$ cat src/rtl/interrupt_sequencer_pkg.sv
// Shared processor definitions used by the interrupt sequencer and the
// control unit: sequencer state encodings and the interrupt/RTI micro-op
// opcodes that the control unit decodes.
package interrupt_sequencer_pkg;

  // Sequencer states, 3-bit encoding shared with the control unit.
  typedef enum logic [2:0] {
    ST_IDLE   = 3'd0,
    ST_DRAIN  = 3'd1,
    ST_PUSH   = 3'd2,
    ST_VECTOR = 3'd3,
    ST_LOAD   = 3'd4
  } int_state_e;

  // Micro-op opcodes: forced push-PC/branch on interrupt, and return.
  localparam logic [5:0] OP_INT = 6'h3E;
  localparam logic [5:0] OP_RTI = 6'h3F;

endpackage : interrupt_sequencer_pkg

$ cat src/rtl/interrupt_sequencer_pending_latch.sv
// int_pending_latch: holds the interrupt pending flag and the interrupt mask.
//   clk, rst_n     clock / async active-low reset
//   int_req_i      sets pending on the next edge (in any sequencer state)
//   clr_pending_i  clears pending (asserted by the sequencer in LOAD)
//   set_mask_i     sets mask (asserted on entry to DRAIN)
//   rti_done_i     clears mask
//   pending_o      registered pending flag
//   mask_o         effective mask: registered mask, already released in
//                  the cycle rti_done_i is high
module int_pending_latch
  import interrupt_sequencer_pkg::*;
(
  input  logic clk,
  input  logic rst_n,
  input  logic int_req_i,
  input  logic clr_pending_i,
  input  logic set_mask_i,
  input  logic rti_done_i,
  output logic pending_o,
  output logic mask_o
);

  logic pending_q;
  logic mask_q;

  // NOTE: state registers use non-blocking assignments so every flop samples
  // the pre-edge values, independent of statement order.
  always_ff @(posedge clk or negedge rst_n) begin
    if (!rst_n) begin
      pending_q <= 1'b0;
      mask_q    <= 1'b0;
    end else begin
      // A new request wins over the LOAD clear so it is never dropped.
      if (int_req_i)          pending_q <= 1'b1;
      else if (clr_pending_i) pending_q <= 1'b0;
      // Entry into a new service re-masks even if an RTI lands that cycle.
      if (set_mask_i)         mask_q <= 1'b1;
      else if (rti_done_i)    mask_q <= 1'b0;
    end
  end

  assign pending_o = pending_q;
  // Pass rti_done straight through so a waiting request enters DRAIN in the
  // cycle right after the return completes.
  assign mask_o    = mask_q & ~rti_done_i;

endmodule : int_pending_latch

$ cat src/rtl/interrupt_sequencer.sv
// interrupt_sequencer: sequences an external interrupt into the pipeline:
// drain the pipe, push the PC, fetch the vector word, load the PC.
//   clk, rst_n    clock / async active-low reset
//   int_req       single-cycle interrupt request pulse
//   branch_busy   control transfer in flight; blocks acceptance in IDLE only
//   rti_done      return-from-interrupt completed (unmasks)
//   mem_ready     vector data valid on mem_rdata
//   mem_rdata     vector word
//   stall_fetch   hold PC and IF/ID       flush_decode  bubble into ID/EX
//   interrupt     push-PC/branch micro-op vec_rd/vec_addr vector read
//   load_pc       PC load strobe          new_pc        PC value to load
//   int_ack       interrupt accepted      busy          state != IDLE
// All outputs are registered, decoded from the next state.
module interrupt_sequencer
  import interrupt_sequencer_pkg::*;
#(
  parameter int                DRAIN_CYCLES = 3,
  parameter int                ADDR_W       = 16,
  parameter logic [ADDR_W-1:0] VEC_ADDR     = 'h0000
) (
  input  logic              clk,
  input  logic              rst_n,
  input  logic              int_req,
  input  logic              branch_busy,
  input  logic              rti_done,
  input  logic              mem_ready,
  input  logic [ADDR_W-1:0] mem_rdata,
  output logic              stall_fetch,
  output logic              flush_decode,
  output logic              interrupt,
  output logic              vec_rd,
  output logic [ADDR_W-1:0] vec_addr,
  output logic              load_pc,
  output logic [ADDR_W-1:0] new_pc,
  output logic              int_ack,
  output logic              busy
);

  localparam int              CNT_W    = $clog2(DRAIN_CYCLES + 1);
  localparam logic [CNT_W-1:0] CNT_LOAD = CNT_W'(DRAIN_CYCLES - 1);

  int_state_e        state_q, state_d;
  logic [CNT_W-1:0]  cnt_q, cnt_d;
  logic [ADDR_W-1:0] new_pc_d;
  logic              pending, mask, enter_drain;

  int_pending_latch u_latch (
    .clk           (clk),
    .rst_n         (rst_n),
    .int_req_i     (int_req),
    .clr_pending_i (state_q == ST_LOAD),
    .set_mask_i    (enter_drain),
    .rti_done_i    (rti_done),
    .pending_o     (pending),
    .mask_o        (mask)
  );

  // NOTE: every signal assigned here gets a default first, so no path leaves
  // it unassigned and no latch is inferred.
  always_comb begin
    state_d  = state_q;
    cnt_d    = cnt_q;
    new_pc_d = new_pc;
    case (state_q)
      ST_IDLE: begin
        if (pending && !mask && !branch_busy) begin
          state_d = ST_DRAIN;
          cnt_d   = CNT_LOAD;
        end
      end
      ST_DRAIN: begin
        if (cnt_q == '0) state_d = ST_PUSH;
        else             cnt_d   = cnt_q - CNT_W'(1);
      end
      ST_PUSH:   state_d = ST_VECTOR;
      ST_VECTOR: begin
        if (mem_ready) begin
          new_pc_d = mem_rdata;
          state_d  = ST_LOAD;
        end
      end
      ST_LOAD:   state_d = ST_IDLE;
      default:   state_d = ST_IDLE;
    endcase
  end

  assign enter_drain = (state_q == ST_IDLE) && (state_d == ST_DRAIN);

  // Outputs are decoded from state_d so they line up with the state register.
  always_ff @(posedge clk or negedge rst_n) begin
    if (!rst_n) begin
      state_q      <= ST_IDLE;
      cnt_q        <= '0;
      new_pc       <= '0;
      stall_fetch  <= 1'b0;
      flush_decode <= 1'b0;
      interrupt    <= 1'b0;
      vec_rd       <= 1'b0;
      vec_addr     <= '0;
      load_pc      <= 1'b0;
      int_ack      <= 1'b0;
      busy         <= 1'b0;
    end else begin
      state_q      <= state_d;
      cnt_q        <= cnt_d;
      new_pc       <= new_pc_d;
      stall_fetch  <= state_d inside {ST_DRAIN, ST_PUSH, ST_VECTOR};
      flush_decode <= (state_d == ST_DRAIN);
      interrupt    <= (state_d == ST_PUSH);
      vec_rd       <= (state_d == ST_VECTOR);
      vec_addr     <= (state_d == ST_VECTOR) ? VEC_ADDR : '0;
      load_pc      <= (state_d == ST_LOAD);
      int_ack      <= (state_d == ST_LOAD);
      busy         <= (state_d != ST_IDLE);
    end
  end

endmodule : interrupt_sequencer

$ cat config.mk
export PLATFORM = sky130hd
export DESIGN_NAME = interrupt_sequencer
export DESIGN_NICKNAME = d
export VERILOG_FILES = /design/src/rtl/interrupt_sequencer_pkg.sv /design/src/rtl/interrupt_sequencer_pending_latch.sv /design/src/rtl/interrupt_sequencer.sv
export SDC_FILE = /design/constraint.sdc
export NUM_CORES = 1
export LEC_CHECK = 0
export BUFFER_PORTS_ARGS = -buffer_cell sky130_fd_sc_hd__buf_2
export CAP_MARGIN = 15
export CORE_UTILIZATION = 42
export DETAILED_ROUTE_END_ITERATION = 8
export HOLD_SLACK_MARGIN = 0.03
export PLACE_DENSITY = 0.85
export REMOVE_ABC_BUFFERS = 1
export SKIP_LAST_GASP = 1
export SLEW_MARGIN = 15
export SYNTH_ARGS = -nofsm -noshare
export SYNTH_HDL_FRONTEND = slang
export SYNTH_HIERARCHICAL = 1
export SYNTH_SLANG_ARGS = --single-unit
$ cat constraint.sdc
create_clock -name clk -period 2 [get_ports clk]
set_clock_uncertainty 0.2 [all_clocks]
set_input_delay 0.1 -clock clk [delete_from_list [all_inputs] [get_ports clk]]
set_output_delay 0.1 -clock clk [all_outputs]
set_load 0.005 [all_outputs]
==> impl_metrics.yaml, run 1 <==
floorplanning:
  num_rows: 19
  io-pin-count: 61
  die_area_sq_um: 3290
  core_sq_um: 2830
  die_w_microns: 57.4
  initial_utilization: 0.455
  die_h_microns: 57.4
timing:
  min_period_ps: 1750
  tns_ps: 0
  worst_pin_slew_ps: 620
  whs_ps: 132
  finalCritPeriodShare: 0.873
  final.setup.worst_slack_ps: 255
  fmaxAchievable_ghz: 0.573
  relSlewSlack: 0.587
  final_max_slew_viol_count: 0
  rsz0062_at_grt: "no"
  setup_viol: 0
  finalHoldViolations: 0
clocking:
  postCtsSetupBuffers: 0
  cts_buffers: 5
  cts.sinks: 29
  h-tree-depth: 2
  cts_tree: "done"
  clk_latency_ps: 310
  cts-resized-gates: 0
  cts_root_buffer: "clkbuf_4"
  clkTransAtPathRegs_ps: 80
  cts_max_path_buffers: 2
worst_setup_path:
  criticalPathCategory: "reg2reg"
  worstSetupStartpoint: "cnt_q[0]"
  cp_max_fo: 3
  path_buf_inv: 1
  cp_slowest_cell: "nor4b_1"
  endpoint: "cnt_q[0]"
  r2r_end: "cnt_q[0]"
  path_depth: 5
  r2r_start: "cnt_q[0]"
  worstRegToRegCells: 5
  crit_arrival_ps: 1750
  cp.required_ps: 2010
  end_kind: "flip-flop"
  cp-start-kind: "flip-flop"
  worstPathCellList: "inv_1, ha_1, nor4b_1, nor2_1, a21o_1"
  crit_family: "simple AND/OR/NAND/NOR gates"
  cpPeakStageDelay_ps: 520
  rrSetupSlack_ps: 250
routing:
  viasPerCell: 4.69
  num_vias: 924
  wl_microns: 2400
  dr.pass1.iters: 6
  drt_iter0_drc: 28
  drc: 4
  wire_per_inst_microns: 12.2
  ant_nets: 0
final_layout:
  syn_to_final_growth_pct: 34.3
  antenna_cells: 0
  post-route-util: 0.611
  layout.nets: 189
  drive_gt1_frac: 0.410
grt:
  grt_use_total: 0.169
  grt_pass1_wl_microns: 4000
  grt_overflow_total: 0
  grt_pass1_vias: 911
  grt_start_max_net_pins: 30
  antenna_found_initial: 0
power_and_ir_drop:
  vdd_drop_max_mv: 0.739
  power_density_nw_per_um2: 1250
  p_leak_uw: 0.000971
synthesis:
  yosys_warnings: 6
  synth_cell_types: 22
  syn_inst: 97
  syn_avg_cell_area_sq_um: 13.3
  netlist_area_sq_um: 1290
  ys_ff_latch: 29
  yosysSeqAreaShare: 0.564
outcome:
  outcome: "complete, but fails checks"
  violations: "DRC"
placed_design:
  post-place-ws_ps: 257
  dp_hpwl_microns: 1600
  port_buffers: 44
  routabilityCongestion: 0.695
flow_run:
  cap_violations: 0
min_path:
  min_path_type: "in2async"
[where the power goes]
part	internal [uW]	switching, uW
clock	166	180
sequential	848	150
combinational	484	330
total	1500	659
[worst min path at each step]
stage               startpoint  cells after the start           end  slack [ps]
finish                   rst_n                      2        vec_rd         130
global route             rst_n                      2          busy         190
CTS                      rst_n                      2   stall_fetch         140
detailed placement       rst_n                      1   stall_fetch         -40
global placement         rst_n                      1  flush_decode         -60
floorplan                rst_n                      0          busy        -400
[flip-flops by register name, summed over array words and instances, names as in the netlist]
name,cells
new_pc,16
state_q,3
cnt_q,2
busy,1
flush_decode,1
int_ack,1
interrupt,1
stall_fetch,1
u_latch/mask_q,1
u_latch/pending_o,1
vec_rd,1
[what timing repair did]
item | 4_1_cts | 5_1_grt
setup endpoints to repair | 0 | 0
endpoints found under the hold margin | 55 | 0
hold buffers | 21 | 0
[through the flow]
step / cell area (sq um) / total power (uW) / std cells
2_1_floorplan: 1200 / 1460 / 94
3_3_place_gp: 1460 / 1730 / 169
3_5_place_dp: 1460 / 1790 / 169
4_1_cts: 1730 / 2180 / 197
5_1_grt: 1730 / 2310 / 197
6_report: 1730 / 2160 / 197
[placed cells by master, fill, tap and decap left out, drive strengths merged]
cell	synthesis	routed
buf	18	44
dfrtp	29	29
dlygate4sd3	0	21
conb	1	16
mux2	16	16
inv	8	8
clkbuf	0	7
nand2	5	5
nor2	4	4
nand3b	2	2
nor4b	2	2
a21o	2	2
nand4b	1	1
or4b	1	1
nand3	1	1
nor3b	1	1
o21ai	1	1
and2	1	1
a22oi	1	1
ha	1	1
nor2b	1	1
or2	1	1
[cell usage after synthesis]
cell type | count | area (sq um)
dfrtp_1 | 29 | 726
buf_4 | 17 | 128
inv_1 | 8 | 30.0
mux2_2 | 8 | 90.1
mux2_4 | 8 | 120
nand2_1 | 5 | 18.8
nor2_1 | 4 | 15.0
a21o_1 | 2 | 15.0
nand3b_1 | 2 | 15.0
nor4b_1 | 2 | 17.5
a22oi_1 | 1 | 7.51
and2_1 | 1 | 6.26
buf_6 | 1 | 11.3
conb_1 | 1 | 3.75
ha_1 | 1 | 12.5
nand3_1 | 1 | 5.00
nand4b_4 | 1 | 23.8
nor2b_4 | 1 | 13.8
nor3b_1 | 1 | 7.51
o21ai_0 | 1 | 5.00
or2_1 | 1 | 6.26
or4b_1 | 1 | 10.0
[worst reg2reg max path: stages (launching register included)]
cell     delay, ps
dfrtp_1        350
inv_1           60
ha_1           220
nor4b_1        520
nor2_1          90
a21o_1         190
[final cells by class]
| cell class | instances | area [sq um] |
|---|---|---|
| fill | 227 | 1100 |
| sequential | 29 | 726 |
| multi-input combinational | 57 | 449 |
| timing repair buffer | 65 | 430 |
| clock buffer | 7 | 55.1 |
| tap | 31 | 38.8 |
| inverter | 8 | 30.0 |
[kinds of logic (layout without fill, tap and decap cells)]
group	after synthesis	count (layout)	synth area share
AO/OA/AOI/OAI	4	4	0.0214
adder cells (fa/ha/maj)	1	1	0.00972
buffers and inverters	26	80	0.131
flip-flops	29	29	0.564
multiplexers	16	16	0.163
other	1	16	0.00291
AND/OR/NAND/NOR	20	20	0.108
[per-layer routing]
metal,vias up,global-route usage,wire length [microns]
met5,-,0,0
met2,52,0.307,1270
met1,445,0.172,912
li1,422,-,-
met4,0,0.0836,50
met3,5,0.0544,163
No activity file was read; power rests on OpenSTA's default activity.
==> run 2: changes to the inputs <==
Settings changed: CORE_ASPECT_RATIO set to 1.1.
==> impl_metrics.yaml, run 2 (synthesis results as in run 1) <==
final_layout:
  top_register: "new_pc"
  fill_cells: 228
  drive_gt1_frac: 0.419
  multiInputGateArea_sq_um: 449
  final_common_cell: "buf_2"
  final_cell_mix: "buf_2 (44), dfrtp_1 (29), dlygate4sd3_1 (21)"
  syn_to_final_growth_pct: 34.5
  regArea_sq_um: 726
  largest_reg_flops: 16
  post-route-util: 0.612
  layout.nets: 189
  top_regs: "new_pc (16), state_q (3), cnt_q (2)"
  antenna_cells: 0
worst_setup_path:
  criticalPathCategory: "reg2reg"
  rrSetupSlack_ps: 320
  end_kind: "flip-flop"
  r2r_end: "cnt_q[0]"
  r2r_start: "cnt_q[0]"
  worstRegToRegCells: 5
  cp_max_fo: 3
  cp.required_ps: 2070
  cp-start-kind: "flip-flop"
  crit_arrival_ps: 1750
power_and_ir_drop:
  power_density_nw_per_um2: 1240
  p_leak_uw: 0.000971
  vdd_drop_max_mv: 0.766
clocking:
  cts_tree: "done"
  cts-resized-gates: 0
  h-tree-depth: 2
  clk_latency_ps: 330
  cts_buffers: 5
  cts_max_path_buffers: 2
  cts.sinks: 29
  cts_root_buffer: "clkbuf_4"
  clkTransAtPathRegs_ps: 100
timing:
  whs_ps: 113
  finalHoldViolations: 0
  finalCritPeriodShare: 0.839
  rsz0062_at_grt: "no"
  final.setup.worst_slack_ps: 322
  tns_ps: 0
  min_period_ps: 1680
  final_max_slew_viol_count: 0
  fmaxAchievable_ghz: 0.596
  worst_pin_slew_ps: 629
  relSlewSlack: 0.581
  setup_viol: 0
outcome:
  outcome: "complete, no violations"
placed_design:
  dp_hpwl_microns: 1670
  post-place-ws_ps: 339
  routabilityCongestion: 0.777
  port_buffers: 44
grt:
  grt_overflow_total: 0
  grt_use_total: 0.183
  antenna_found_initial: 0
  grt_pass1_vias: 978
  grt_pass1_wl_microns: 3950
  grt_start_max_net_pins: 30
floorplanning:
  die_area_sq_um: 3290
  die_h_microns: 60.1
  num_rows: 20
  initial_utilization: 0.455
  core_sq_um: 2830
  io-pin-count: 61
  die_w_microns: 54.8
routing:
  viasPerCell: 4.58
  dr.pass1.iters: 2
  drc: 0
  wire_per_inst_microns: 13.0
  ant_nets: 0
  drt_iter0_drc: 7
  wl_microns: 2590
  num_vias: 915
min_path:
  min_path_type: "in2async"
flow_run:
  cap_violations: 0
[run 2: worst max-delay path by stage]
stage,from,to,slack (ps),depth (start not counted)
global route,cnt_q[0],cnt_q[0],160,5
CTS,cnt_q[0],cnt_q[0],320,5
detailed placement,state_q[2],new_pc[12],340,2
global placement,state_q[2],new_pc[12],400,2
floorplan,cnt_q[0],cnt_q[0],450,5
finish,cnt_q[0],cnt_q[0],320,5
[run 2: routing by layer]
metal / vias to the layer above / GRT usage / routed length [microns]
met5: - / 0 / 0
met4: 0 / 0.0989 / 55
met3: 6 / 0.0687 / 164
met2: 43 / 0.349 / 1450
met1: 442 / 0.154 / 917
li1: 424 / - / -
[run 2: cell type report]
class                   count  share of cell area
multi-input cells          57               0.259
clock inverters             3              0.0101
well taps                  33              0.0238
repair buffers             65               0.249
clock buffers               5              0.0217
flip-flops and latches     29               0.419
inverters                   8              0.0173
[run 2: report_power, final]
group / switching (uW) / internal (uW)
sequential: 151 / 848
combinational: 332 / 486
clock: 204 / 132
total: 687 / 1470
[run 2: per-stage QoR]
stage	cell area [sq um]	cells	power (uW)
after floorplan	1200	94	1460
after global placement	1470	171	1730
after detailed placement	1470	171	1800
after CTS	1730	200	2180
after global routing	1730	200	2330
final	1730	200	2150
[run 2: what timing repair did]
item                                   CTS  global route
endpoints found under the hold margin   53             0
buffers inserted                         0             0
hold buffers                            21             0
[run 2: worst max-delay path: stages, from the launching register on]
cell     delay [ps]
dfrtp_1         360
inv_1            60
ha_1            220
or4b_1          580
nor2_1          120
a21o_1           90
